===== config.mk =====
export PLATFORM = sky130hd
export DESIGN_NAME = cache_plru_ctrl
export DESIGN_NICKNAME = d
export VERILOG_FILES = /design/src/rtl/cache_plru_pkg.sv /design/src/rtl/cache_plru_tree.sv /design/src/rtl/cache_plru_ctrl.sv
export SDC_FILE = /design/constraint.sdc
export NUM_CORES = 1
export LEC_CHECK = 0
export ABC_AREA = 1
export CORE_MARGIN = 5
export CORE_UTILIZATION = 35
export DETAILED_ROUTE_END_ITERATION = 10
export PLACE_DENSITY = 0.59
export SKIP_CTS_REPAIR_TIMING = 1
export SLEW_MARGIN = 20
export SYNTH_ARGS = -nofsm -noshare
export SYNTH_HDL_FRONTEND = slang
export SYNTH_HIERARCHICAL = 1
export SYNTH_SLANG_ARGS = --single-unit

===== constraint.sdc =====
create_clock -name clk -period 3.95 [get_ports clk]
set_input_delay 0.79 -clock clk [delete_from_list [all_inputs] [get_ports clk]]
set_output_delay 0.79 -clock clk [all_outputs]
set_load 0.02 [all_outputs]

===== src/rtl/cache_plru_pkg.sv =====
// Shared types and default geometry for the per-set PLRU replacement controller.
package cache_plru_pkg;

  localparam int unsigned DEF_SETS     = 16;
  localparam int unsigned DEF_SET_BITS = 4;
  localparam int unsigned DEF_WAYS     = 8;
  localparam int unsigned DEF_WAYS_REP = 3;

  // Request opcodes as encoded on req_op.
  typedef enum logic [1:0] {
    OP_HIT   = 2'b00,
    OP_MISS  = 2'b01,
    OP_INVAL = 2'b10,
    OP_FLUSH = 2'b11
  } plru_op_e;

  // Controller sequencing states.
  typedef enum logic [1:0] {
    IDLE   = 2'b00,
    LOOKUP = 2'b01,
    UPDATE = 2'b10,
    FLUSH  = 2'b11
  } plru_state_e;

  // Tree update mode: touch points path nodes away from a way, target toward it.
  localparam logic MODE_TOUCH  = 1'b0;
  localparam logic MODE_TARGET = 1'b1;

endpackage


===== src/rtl/cache_plru_tree.sv =====
// Combinational PLRU tree helper: path update (touch/target) and victim walk.
// Node 0 is the root, node n has children 2n+1 / 2n+2; a node bit of 0 means
// the victim lies in the left subtree, 1 means the right subtree.
module cache_plru_tree
  import cache_plru_pkg::*;
#(
  parameter int unsigned WAYS     = DEF_WAYS,
  parameter int unsigned WAYS_REP = DEF_WAYS_REP
) (
  input  logic [WAYS-2:0]     plru_i,
  input  logic [WAYS_REP-1:0] way_i,
  input  logic                mode_i,
  output logic [WAYS-2:0]     plru_o,
  output logic [WAYS_REP-1:0] victim_o
);

  // Index of the child reached from node n by taking direction b.
  function automatic logic [WAYS_REP-1:0] child(input logic [WAYS_REP-1:0] n,
                                                input logic b);
    logic [WAYS_REP:0] nxt;
    nxt = {n, 1'b1} + {{WAYS_REP{1'b0}}, b};
    return nxt[WAYS_REP-1:0];
  endfunction

  // Rewrite every node on way_i's path (MSB of the way selects at the root).
  always_comb begin
    logic [WAYS_REP-1:0] node;
    logic [WAYS_REP-1:0] wsh;
    logic                dir;
    plru_o = plru_i;
    node   = '0;
    wsh    = way_i;
    dir    = 1'b0;
    for (int unsigned l = 0; l < WAYS_REP; l++) begin
      dir          = wsh[WAYS_REP-1];
      plru_o[node] = (mode_i == MODE_TARGET) ? dir : ~dir;
      node         = child(node, dir);
      wsh          = wsh << 1;
    end
  end

  // Follow the node bits from the root; each step contributes one way bit.
  always_comb begin
    logic [WAYS_REP-1:0] node;
    logic [WAYS_REP-1:0] vic;
    logic                dir;
    node = '0;
    vic  = '0;
    dir  = 1'b0;
    for (int unsigned l = 0; l < WAYS_REP; l++) begin
      dir  = plru_i[node];
      vic  = (vic << 1) | WAYS_REP'(dir);
      node = child(node, dir);
    end
    victim_o = vic;
  end

endmodule


===== src/rtl/cache_plru_ctrl.sv =====
// Per-set PLRU replacement-state controller for an 8-way set-associative cache.
// Holds tree bits and way-valid bits for every set and serves one request at a
// time as a read-modify-write (HIT/MISS/INVAL) or a sequential sweep (FLUSH).
// Optional hit/miss counters are built when CACHE_PLRU_STATS_EN is defined.
module cache_plru_ctrl
  import cache_plru_pkg::*;
#(
  parameter int unsigned SETS     = DEF_SETS,
  parameter int unsigned SET_BITS = DEF_SET_BITS,
  parameter int unsigned WAYS     = DEF_WAYS,
  parameter int unsigned WAYS_REP = DEF_WAYS_REP
) (
  input  logic                clk,
  input  logic                rst_n,
  input  logic                req_valid,
  output logic                req_ready,
  input  logic [1:0]          req_op,
  input  logic [SET_BITS-1:0] req_set,
  input  logic [WAYS_REP-1:0] req_way,
  output logic                rsp_valid,
  output logic [WAYS_REP-1:0] rsp_way,
  output logic                rsp_evict,
  output logic                rsp_err
`ifdef CACHE_PLRU_STATS_EN
  ,
  output logic [15:0]         hit_cnt,
  output logic [15:0]         miss_cnt
`endif
);

  plru_state_e         state_q, state_d;
  plru_op_e            op_q;
  logic [SET_BITS-1:0] set_q;
  logic [WAYS_REP-1:0] way_q;
  logic [WAYS-2:0]     cur_plru_q;
  logic [WAYS-1:0]     cur_valid_q;
  logic [WAYS_REP-1:0] victim_q;
  logic                evict_q;
  logic [SET_BITS-1:0] flush_cnt_q;

  logic [WAYS-2:0]     plru_q  [SETS];
  logic [WAYS-1:0]     valid_q [SETS];

  logic                accept;
  logic                flush_last;
  logic [WAYS-2:0]     lk_plru;
  logic [WAYS-1:0]     lk_valid;
  logic [WAYS_REP-1:0] lk_victim;
  logic                lk_evict;
  logic [WAYS_REP-1:0] first_inv;
  logic                any_inv;

  logic [WAYS-2:0]     tree_plru_in;
  logic [WAYS_REP-1:0] tree_way;
  logic                tree_mode;
  logic [WAYS-2:0]     tree_plru_out;
  logic [WAYS_REP-1:0] tree_victim;

  logic                wr_en;
  logic [SET_BITS-1:0] wr_set;
  logic [WAYS-2:0]     wr_plru_d;
  logic [WAYS-1:0]     wr_valid_d;
  logic [WAYS-1:0]     way_onehot;

  assign accept     = req_valid && (state_q == IDLE);
  assign flush_last = (flush_cnt_q == SET_BITS'(SETS - 1));
  assign lk_plru    = plru_q[set_q];
  assign lk_valid   = valid_q[set_q];

  // State register.
  always_ff @(posedge clk or negedge rst_n) begin
    if (!rst_n) state_q <= IDLE;
    else        state_q <= state_d;
  end

  // Next-state logic.
  always_comb begin
    state_d = state_q;
    unique case (state_q)
      IDLE: begin
        if (accept) state_d = (plru_op_e'(req_op) == OP_FLUSH) ? FLUSH : LOOKUP;
      end
      LOOKUP:  state_d = UPDATE;
      UPDATE:  state_d = IDLE;
      FLUSH:   if (flush_last) state_d = IDLE;
      default: state_d = IDLE;
    endcase
  end

  // Response outputs are decoded from state and the registered lookup results.
  always_comb begin
    req_ready = (state_q == IDLE);
    rsp_valid = (state_q == UPDATE) || ((state_q == FLUSH) && flush_last);
    rsp_way   = (state_q == UPDATE) ? tree_way : '0;
    rsp_evict = (state_q == UPDATE) && (op_q == OP_MISS) && evict_q;
    rsp_err   = (state_q == UPDATE) && (op_q == OP_HIT) && !cur_valid_q[way_q];
  end

  // Capture the request on accept; snapshot the set and choose a victim in LOOKUP.
  always_ff @(posedge clk or negedge rst_n) begin
    if (!rst_n) begin
      op_q        <= OP_HIT;
      set_q       <= '0;
      way_q       <= '0;
      cur_plru_q  <= '0;
      cur_valid_q <= '0;
      victim_q    <= '0;
      evict_q     <= 1'b0;
    end else begin
      if (accept) begin
        op_q  <= plru_op_e'(req_op);
        set_q <= req_set;
        way_q <= req_way;
      end
      if (state_q == LOOKUP) begin
        cur_plru_q  <= lk_plru;
        cur_valid_q <= lk_valid;
        victim_q    <= lk_victim;
        evict_q     <= lk_evict;
      end
    end
  end

  // Flush sweep counter; wraps to zero after the last set.
  always_ff @(posedge clk or negedge rst_n) begin
    if (!rst_n)                flush_cnt_q <= '0;
    else if (state_q == FLUSH) flush_cnt_q <= flush_cnt_q + 1'b1;
  end

  // Lowest-index invalid way of the looked-up set.
  always_comb begin
    first_inv = '0;
    any_inv   = 1'b0;
    for (int unsigned i = 0; i < WAYS; i++) begin
      if (!lk_valid[i] && !any_inv) begin
        first_inv = WAYS_REP'(i);
        any_inv   = 1'b1;
      end
    end
    lk_evict  = !any_inv;
    lk_victim = any_inv ? first_inv : tree_victim;
  end

  // One tree instance is shared: it walks the live set in LOOKUP and rewrites
  // the snapshot in UPDATE, so its plru input is muxed by state.
  always_comb begin
    tree_plru_in = (state_q == LOOKUP) ? lk_plru : cur_plru_q;
    tree_way     = (op_q == OP_MISS) ? victim_q : way_q;
    tree_mode    = (op_q == OP_INVAL) ? MODE_TARGET : MODE_TOUCH;
  end

  cache_plru_tree #(
    .WAYS     (WAYS),
    .WAYS_REP (WAYS_REP)
  ) u_tree (
    .plru_i   (tree_plru_in),
    .way_i    (tree_way),
    .mode_i   (tree_mode),
    .plru_o   (tree_plru_out),
    .victim_o (tree_victim)
  );

  // Write-back port: the updated set in UPDATE, or one cleared set per FLUSH cycle.
  always_comb begin
    way_onehot = WAYS'(1) << tree_way;
    wr_en      = 1'b0;
    wr_set     = set_q;
    wr_plru_d  = tree_plru_out;
    wr_valid_d = cur_valid_q;
    if (state_q == UPDATE) begin
      wr_en = 1'b1;
      if (op_q == OP_MISS)  wr_valid_d = cur_valid_q | way_onehot;
      if (op_q == OP_INVAL) wr_valid_d = cur_valid_q & ~way_onehot;
    end else if (state_q == FLUSH) begin
      wr_en      = 1'b1;
      wr_set     = flush_cnt_q;
      wr_plru_d  = '0;
      wr_valid_d = '0;
    end
  end

  // Per-set replacement state storage.
  always_ff @(posedge clk or negedge rst_n) begin
    if (!rst_n) begin
      for (int unsigned s = 0; s < SETS; s++) begin
        plru_q[s]  <= '0;
        valid_q[s] <= '0;
      end
    end else if (wr_en) begin
      plru_q[wr_set]  <= wr_plru_d;
      valid_q[wr_set] <= wr_valid_d;
    end
  end

`ifdef CACHE_PLRU_STATS_EN
  logic [15:0] hit_cnt_q, hit_cnt_d;
  logic [15:0] miss_cnt_q, miss_cnt_d;

  // Saturating hit/miss counters, cleared when a flush completes.
  always_comb begin
    hit_cnt_d  = hit_cnt_q;
    miss_cnt_d = miss_cnt_q;
    if ((state_q == FLUSH) && flush_last) begin
      hit_cnt_d  = '0;
      miss_cnt_d = '0;
    end else if (state_q == UPDATE) begin
      if ((op_q == OP_HIT) && (hit_cnt_q != '1))   hit_cnt_d  = hit_cnt_q + 16'd1;
      if ((op_q == OP_MISS) && (miss_cnt_q != '1)) miss_cnt_d = miss_cnt_q + 16'd1;
    end
  end

  // Counter registers.
  always_ff @(posedge clk or negedge rst_n) begin
    if (!rst_n) begin
      hit_cnt_q  <= '0;
      miss_cnt_q <= '0;
    end else begin
      hit_cnt_q  <= hit_cnt_d;
      miss_cnt_q <= miss_cnt_d;
    end
  end

  assign hit_cnt  = hit_cnt_q;
  assign miss_cnt = miss_cnt_q;
`endif

endmodule

======== After elaboration in Yosys (flattened, before gate mapping) ========
Cells that the tools add are included.
cells by class
  shift operators ......................... 1
  equality and inequality tests ........... 9
  mux-type cells .......................... 61
  $add $sub $neg .......................... 5
  reductions and logical operators ........ 35
  magnitude comparators ................... 10
  bitwise logic cells ..................... 10
operator list
  kind                                                        count
  bitwise mux 128 bit                                         1
  bitwise mux 112 bit                                         1
  two-way mux 8 bit                                           7
  two-way mux 7 bit                                           6
  binary-select mux 8 bit (select 4 bit)                      1
  demux 8 bit (select 4 bit)                                  1
  binary-select mux 7 bit (select 4 bit)                      1
  demux 7 bit (select 4 bit)                                  1
  two-way mux 3 bit                                           9
  less-than comparator 3 x 4 -> 1 bit, second input constant  5
  two-way mux 1 bit                                           20
  logical AND 1 bit                                           16
  logical NOT 1 bit                                           15
  bitwise mux 7 bit                                           2
  greater-or-equal comparator 5 bit, second input constant    2
  NOT 4 -> 5 bit                                              2
  binary-select mux 1 bit (select 3 bit)                      3
  AND 8 bit                                                   1
  equality test 2 bit, second input constant                  4
  two-way mux 4 bit                                           2
  NOT 8 bit                                                   1
  OR 8 bit                                                    1
  one-hot mux 2 bit (4 select lines)                          1
  << shifter 1 x 3 -> 8 bit, first input constant             1
  other kinds (17)                                            27
storage, ports and cells
  bits in registers ....................... 274
  output and inout port bits .............. 7
  input bits .............................. 12
  logic and storage cells ................. 172

======== Longest topological paths before layout ========
Gate-level depths: netlist (run 1).
  depth in word-level cells ............... 26
  depth in mapped cells ................... 26
  gate-level depth less buffers ........... 23

======== Modules after synthesis ========
The synthesis (run 1) kept the hierarchy.
modules (own cells, without submodules)
  module           cells an instance  times used  area each (µm²)  sequential area each (µm²)
  cache_plru_ctrl  1637               1           13371.6          6856.6
  cache_plru_tree  54                 1           306.5            0.0

======== Worst setup path after synthesis (run 1) ========
No wires, ideal clock.
  path kind ............................... register to register
  start point ............................. reg set_q[0]
  end point ............................... reg victim_q[0]
  clock period less this slack ............ 3041 ps
  arrival ................................. 2924 ps
  library setup time ...................... 117 ps
  buffers on the path ..................... 3
  cell stages (with the launch flop) ...... 24
  slack ................................... 909 ps
  data required time ...................... 3833 ps
  cell sequence ........................... dfrtp_1 inv_2 buf_2 buf_2 clkbuf_1 nor2_1 o221ai_1 nand3_1 a31oi_1 nand2_1 nand2_1 inv_1 ha_1 inv_1 nor2_1 nand2_1 nand2_1 inv_1 nand3_1 nand2_1 inv_1 nand4_1 nand3_1 nand2_1
on the way
  elaborated cells on any way between the ends .. 51
  those cells by class .................... 2 x add/sub; 27 x mux; 2 x bitwise; 20 x reduce/logical
RTL lines
  what                                                       line                    text
  start: declaration                                         cache_plru_ctrl.sv:33   logic [SET_BITS-1:0] set_q;
  start signal: assignment                                   cache_plru_ctrl.sv:112  set_q <= req_set;
  NOT 4 -> 5 bit (implied by the code) (*)                   cache_plru_ctrl.sv:67   assign lk_plru = plru_q[set_q];
  binary-select mux 7 bit (select 4 bit) (*)                 cache_plru_ctrl.sv:67
  two-way mux 7 bit (implied by the code) (*) (2 in series)  cache_plru_ctrl.sv:67
  two-way mux 7 bit (*)                                      --
  net tree_plru_in[0]                                        cache_plru_ctrl.sv:53   logic [WAYS-2:0] tree_plru_in;
  adder 1 x 1 -> 2 bit                                       cache_plru_tree.sv:21   nxt = {n, 1'b1} + {{WAYS_REP{1'b0}}, b};
  binary-select mux 1 bit (select 3 bit)                     cache_plru_tree.sv:51   dir = plru_i[node];
  two-way mux 1 bit (implied by the code)                    cache_plru_tree.sv:51
  adder 3 x 1 -> 3 bit                                       cache_plru_tree.sv:21
  binary-select mux 1 bit (select 3 bit) (*)                 cache_plru_tree.sv:51
  two-way mux 1 bit (implied by the code) (*)                cache_plru_tree.sv:51
  OR 3 x 1 -> 3 bit (*)                                      cache_plru_tree.sv:52   vic = (vic << 1) | WAYS_REP'(dir);
  net tree_victim[0]                                         cache_plru_ctrl.sv:57   logic [WAYS_REP-1:0] tree_victim;
  two-way mux 3 bit (*)                                      cache_plru_ctrl.sv:141  lk_victim = any_inv ? first_inv : tree_victim;
  end signal: assignment                                     cache_plru_ctrl.sv:118  victim_q <= lk_victim;
  end: declaration                                           cache_plru_ctrl.sv:37   logic [WAYS_REP-1:0] victim_q;
The timed path passes the listed nets; every way through them passes the cells marked *. The select of a mux whose other input is x is not followed.
A chain may end at the register's enable or synchronous reset.

======== Worst setup path in the final report (run 1) ========
  start point ............................. reg state_q[1]
  end point ............................... out rsp_err
on the way
  cells in the longest elaborated chain, start to end .. 3
ends and longest elaborated chain
  what                             line                   text
  start: declaration               cache_plru_ctrl.sv:31  plru_state_e state_q, state_d;
  start signal: assignment         cache_plru_ctrl.sv:73  else state_q <= state_d;
  equality test 2 bit              cache_plru_ctrl.sv:96  rsp_err = (state_q == UPDATE) && (op_q == OP_HIT) && !cur_valid_q[way_q];
  logical AND 1 bit (2 in series)  cache_plru_ctrl.sv:96
  end: declaration                 cache_plru_ctrl.sv:23  output logic rsp_err
Every way passes these cells.

==> results.py, run 1 <==
metrics = {
    "worst_hold_path": {
        "hold_path_class": "input pin to async pin",
    },
    "sta": {
        "skew_ns": 0.00832,
        "hold_ws_ns": 0.203,
        "max_freq_ghz": 0.284,
        "slew-limit-headroom": 0.310,
        "tightest_slew_ns": 1.03,
        "period_needed_ns": 3.52,
        "period_share": 0.891,
        "slew_viol_final": 0,
        "tns_ns": 0,
        "rsz0062_at_grt": "no",
        "hold_viol_final": 0,
        "setup_viol": 0,
    },
    "power_and_ir_drop": {
        "leakage_nw": 6.99,
        "ir_drop_mv": 0.433,
        "power_density_nw_per_um2": 909,
    },
    "drt": {
        "via_per_inst": 5.06,
        "vias": 11119,
        "route.met3.wl_mm": 1.68,
        "initialDrtViolationCount": 968,
        "drcViolationCount": 0,
        "ant_nets": 0,
        "met1Wirelength_mm": 17.3,
        "wire_per_inst_um": 17.2,
        "wl_met2_mm": 17.6,
        "drt_pass1_iterations": 5,
        "wirelength_mm": 37.7,
        "highest_layer": "met4",
    },
    "global_route": {
        "grt_max_degree": 85,
        "gr-total-overflow": 0,
        "antenna_found_initial": 0,
        "grt_pass1_vias": 11033,
        "grt_pass1_wl_mm": 61.8,
        "grt_usage": 0.174,
    },
    "critical_path": {
        "r2r-start": "set_q[0]$_DFFE_PN0P_",
        "crit_buf_inv": 3,
        "r2r_end": "victim_q[0]$_DFFE_PN0P_",
        "required_ns": 3.16,
        "rr_worst_depth": 22,
        "worstSetupStartpointType": "flop",
        "path_max_fanout": 10,
        "crit_start": "state_q[1]$_DFFE_PN0P_",
        "cp_slowest_stage_delay_ns": 0.68,
        "path_depth": 5,
        "end_kind": "output pin",
        "path_delay_family": "buffers and inverters",
        "path_class": "flop to output pin",
        "worstPathArrival_ns": 2.73,
        "r2r_slack_ns": 0.48,
        "critPathCapture": "rsp_err",
        "worstPathCellList": "inv_1, nor2_2, inv_1, a2111oi_0, clkdlybuf4s50_1",
        "cpMostUsedCell": "inv_1",
        "cp_slowest_cell": "clkdlybuf4s50_1",
    },
    "logic_synthesis": {
        "synth-edff-count": 0,
        "synthFlopType": "dfrtp_1",
        "syn-mean-instance-area_um2": 8.09,
        "synth_seq_area_share": 0.501,
        "synth_area_um2": 13700,
        "yosys_warnings": 6,
        "synthCells": 1691,
        "ys_async_sr_fraction": 1.00,
        "ys_types": 42,
        "syn-num-nets": 1709,
        "ys_seq_elements": 274,
    },
    "cts": {
        "cts-root-buf": "clkbuf_16",
        "cts_tree": "yes",
        "clkTransAtPathRegs_ns": 0.06,
        "cts_buffer_depth": 3,
        "cts_inserted_buffers": 29,
        "clkLatencyLatePin_ns": 0.55,
        "cts_sinks": 274,
        "h-tree-depth": 1,
    },
    "floorplanning": {
        "die_w_um": 208,
        "io-pin-count": 19,
        "num_rows": 72,
        "core_area_um2": 38600,
        "start_util": 0.354,
        "die_h_um": 208,
        "die_area_um2": 43100,
    },
    "layout": {
        "n_antenna_cell": 0,
        "register_area_um2": 6860,
        "nFillCells": 3910,
        "nets": 1676,
        "final_util": 0.389,
        "stdcell_area_um2": 15100,
        "drive_above_1_share": 0.0947,
        "multi_input_area_um2": 5590,
        "area_delta_synth_final_pct": 10.0,
    },
    "placed_design": {
        "gp_congestion": 0.906,
        "numPortBuffers": 18,
        "dp_hpwl_mm": 24.6,
        "placed_cell_area_um2": 14100,
    },
    "job": {
        "cap_violations": 0,
    },
    "status": {
        "outcome": "completed",
    },
}
report_power, final:
group	switching [W]	internal [W]
Combinational	0.00474	0.00184
Sequential	0.000540	0.00386
Clock	0.00113	0.00157
registers in the layout, indices dropped and copies added (netlist names):
name         flops
valid_q        128
cur_plru_q       7
flush_cnt_q      4
state_q          2
evict_q          1
victim_q         3
plru_q         112
way_q            3
op_q             2
set_q            4
cur_valid_q      8
per-layer routing:
layer | vias to the layer above | GRT usage
li1 | 5423 | -
met1 | 5339 | 0.249
met2 | 289 | 0.281
met3 | 68 | 0.0207
met4 | 0 | 0.0480
met5 | - | 0
cell families after synthesis:
kind of cell / after synthesis / share of synthesized area
compound gates: 389 / 0.164
mux: 2 / 0.00156
flops: 274 / 0.501
fa+ha+maj: 6 / 0.00549
simple gates: 739 / 0.233
xor+xnor: 5 / 0.00375
buf+inv: 276 / 0.0905
cell usage after synthesis (2+ instances only):
cell,count,area (um^2)
o22ai_2,4,50.1
o21ai_1,100,500
xor2_1,2,17.5
o21ai_0,188,941
o211ai_1,12,90.1
nand3_1,135,676
xnor2_1,2,17.5
o22ai_1,6,37.5
nor2_1,94,353
inv_4,4,25.0
nor2_8,6,120
buf_6,15,169
inv_2,23,86.3
nand2_2,2,12.5
buf_2,39,195
buf_4,8,60.1
nand2_1,476,1790
nor2_2,4,25.0
o221ai_1,22,193
nand4_1,4,25.0
dfrtp_1,274,6860
a21oi_1,17,85.1
a31oi_1,8,50.1
o21ai_4,2,32.5
ha_1,6,75.1
clkbuf_1,40,150
nor2_4,12,135
inv_1,145,544
o21ai_2,26,228
nand2_4,3,33.8
how the worst min path moves through the flow:
stage,to,slack [ns],cells after the start
3_3_place_gp,plru_q[41]$_DFFE_PN0P_,0.46,2
6_report,valid_q[87]$_DFFE_PN0P_,0.20,1
3_5_place_dp,plru_q[97]$_DFFE_PN0P_,0.46,2
5_1_grt,valid_q[87]$_DFFE_PN0P_,0.24,1
4_1_cts,valid_q[87]$_DFFE_PN0P_,0.24,1
2_1_floorplan,plru_q[35]$_DFFE_PN0P_,0.45,2
stage by stage:
step,total power [W],setup slack [ns],std cells
final,0.0137,0.430,2197
after global placement,0.0109,0.710,2145
after global routing,0.0148,0.192,2197
after detailed placement,0.0110,0.560,2145
after CTS,0.0138,0.360,2197
after floorplan,0.00911,0.909,1691
cell usage in the layout, fill, tap and decap left out, drive strengths merged, types with 3 or more instances in the layout:
master	Yosys	final
nand2	481	481
nand4	4	4
buf	63	22
o221ai	22	22
o22ai	10	10
xor2	3	3
nor2	116	116
a31oi	8	8
nand3	135	135
clkdlybuf4s50	0	17
o211ai	12	12
dfrtp	274	274
clkbuf	40	42
clkinv	1	9
ha	6	6
a21oi	18	18
o21ai	316	316
inv	172	171
cell type report:
| class | instances | share of cell area |
|---|---|---|
| inverter | 173 | 0.0439 |
| clock buffer | 42 | 0.0548 |
| clock inverter | 10 | 0.00682 |
| tap | 518 | 0.0431 |
| timing repair buffer | 39 | 0.0244 |
| multi-input combinational | 1141 | 0.371 |
| sequential | 274 | 0.456 |
Note: power is estimated with default switching activity, not from simulation.
==> run 2: changes to the inputs <==
MAX_ROUTING_LAYER = met4   (was default)
==> results.py, run 2 (synthesis gave the netlist of run 1 again) <==
metrics = {
    "power_and_ir_drop": {
        "leakage_nw": 7.04,
        "power.share.switching": 0.463,
        "power_frac_seq": 0.316,
        "internal-power_w": 0.00745,
        "power_density_nw_per_um2": 915,
        "comb_power_share": 0.477,
        "p_sw_w": 0.00641,
        "p_clk_frac": 0.207,
        "ir_drop_mv": 0.584,
    },
    "drt": {
        "wirelength_mm": 37.4,
        "ant_nets": 0,
        "initialDrtViolationCount": 826,
        "via_per_inst": 5.02,
        "vias": 11029,
        "drt_pass1_iterations": 5,
        "drcViolationCount": 0,
        "wire_per_inst_um": 17.0,
    },
    "critical_path": {
        "rr_worst_depth": 20,
        "required_ns": 3.16,
        "cp_slowest_cell": "clkdlybuf4s50_1",
        "cp_slowest_stage_delay_ns": 0.68,
        "r2r_slack_ns": 0.60,
        "worstPathCellList": "buf_4, inv_1, nor2_2, inv_1, a2111oi_0, clkdlybuf4s50_1",
        "path_delay_family": "buffers and inverters",
        "r2r-start": "set_q[0]$_DFFE_PN0P_",
        "crit_start": "state_q[1]$_DFFE_PN0P_",
        "cpMostUsedCell": "inv_1",
        "path_class": "flop to output pin",
        "worstSetupStartpointType": "flop",
        "crit_buf_inv": 4,
        "worstPathArrival_ns": 2.74,
        "end_kind": "output pin",
        "path_depth": 6,
        "path_max_fanout": 13,
    },
    "floorplanning": {
        "die_h_um": 208,
        "die_w_um": 208,
        "start_util": 0.354,
        "die_area_um2": 43100,
        "num_rows": 72,
        "io-pin-count": 19,
        "core_area_um2": 38600,
    },
    "sta": {
        "slew-limit-headroom": 0.349,
        "setup_viol": 0,
        "hold_viol_final": 0,
        "period_share": 0.895,
        "max_freq_ghz": 0.283,
        "rsz0062_at_grt": "no",
        "period_needed_ns": 3.53,
        "timing.final.ws_setup_ns": 0.416,
        "skew_ns": 0.0186,
        "slew_viol_final": 0,
        "tns_ns": 0,
        "tightest_slew_ns": 0.977,
    },
    "layout": {
        "final_cell_mix": "nand2_1 (476), dfrtp_1 (272), o21ai_0 (188)",
        "regMostFlops": "valid_q",
        "largest_register_ffs": 128,
        "n_antenna_cell": 0,
        "reg.largest.list": "valid_q: 128 flops, plru_q: 112 flops, cur_valid_q: 8 flops",
        "area_delta_synth_final_pct": 10.8,
        "layout_commonest_cell": "nand2_1",
        "drive_above_1_share": 0.0970,
        "nets": 1677,
        "nFillCells": 3897,
    },
    "global_route": {
        "grt_pass1_vias": 10650,
        "grt_pass1_wl_mm": 60.7,
        "grt_usage": 0.176,
        "antenna_found_initial": 0,
        "grt_max_degree": 81,
        "gr-total-overflow": 0,
    },
    "cts": {
        "cts_sinks": 274,
        "h-tree-depth": 1,
        "cts_buffer_depth": 3,
        "cts_inserted_buffers": 29,
        "cts-root-buf": "clkbuf_16",
        "clkLatencyLatePin_ns": 0.57,
        "cts_tree": "yes",
        "clkTransAtPathRegs_ns": 0.06,
    },
    "placed_design": {
        "dp_hpwl_mm": 24.7,
        "gp_congestion": 0.925,
        "numPortBuffers": 18,
        "place_ws_ns": 0.647,
    },
    "status": {
        "outcome": "completed",
    },
    "job": {
        "cap_violations": 0,
    },
    "worst_hold_path": {
        "hold_path_class": "input pin to async pin",
    },
}
## run 2: cell count changes in the layout (fill, tap and decap cells not counted), sizes merged
cell	delta
buf	+1
clkinv	-3
clkinvlp	-1
inv	+1
clkbuf	+3
bufinv	+1
## run 2: final timing paths
path / endpoint
worst max-delay path: rsp_err
min in group clk: valid_q[98]$_DFFE_PN0P_
max in group asynchronous: valid_q[105]$_DFFE_PN0P_
worst min register to register: valid_q[98]$_DFFE_PN0P_
worst min-delay path: valid_q[95]$_DFFE_PN0P_
worst max register to register: victim_q[0]$_DFFE_PN0P_
## run 2: worst reg2reg max path, stage by stage (launching register included)
cell      delay (ns)
dfrtp_4         0.41
buf_4           0.41
o21ai_0         0.18
o221ai_1        0.24
nand3_1         0.15
a31oi_1         0.46
nand2_1         0.16
nand2_1         0.17
inv_1           0.06
ha_1            0.29
inv_1           0.07
nor2_1          0.09
nand2_1         0.06
nand2_1         0.05
inv_1           0.04
nand3_1         0.06
nand2_1         0.05
inv_1           0.06
nand4_1         0.09
nand3_1         0.11
nand2_1         0.05
## run 2: final cells by class
type,instances,area (um^2),area share
clock buffers,45,886,0.0585
clock inverters,8,119,0.00785
inverters,173,661,0.0436
multi-input cells,1141,5590,0.369
flip-flops and latches,274,6860,0.453
well taps,518,648,0.0428
repair buffers,40,388,0.0256
## run 2: layer usage
layer	up-vias	GRT usage	share of wire
met4	0	0.0405	0.025
met3	56	0.0216	0.045
met5	-	-	0
met1	5270	0.243	0.46
li1	5433	-	-
met2	270	0.281	0.47
## run 2: stage by stage
stage                     instances   util  power (W)  instance area [um^2]  hold WS, ns
final                          2199  0.392     0.0139                 15100        0.202
after global routing           2199  0.392     0.0149                 15100        0.257
after CTS                      2199  0.392     0.0139                 15100        0.237
after detailed placement       2146  0.366     0.0110                 14100        0.464
after global placement         2146  0.366     0.0109                 14100        0.461
after floorplan                1691      -    0.00911                 13700        0.448
## run 2: power groups by stage
stage / combinational, W / sequential [W] / clock [W]
finish: 0.00661 / 0.00439 / 0.00287
global route: 0.00742 / 0.00449 / 0.00304
CTS: 0.00663 / 0.00438 / 0.00293
detailed placement: 0.00661 / 0.00442 / 0
global placement: 0.00652 / 0.00441 / 0
floorplan: 0.00488 / 0.00423 / 0
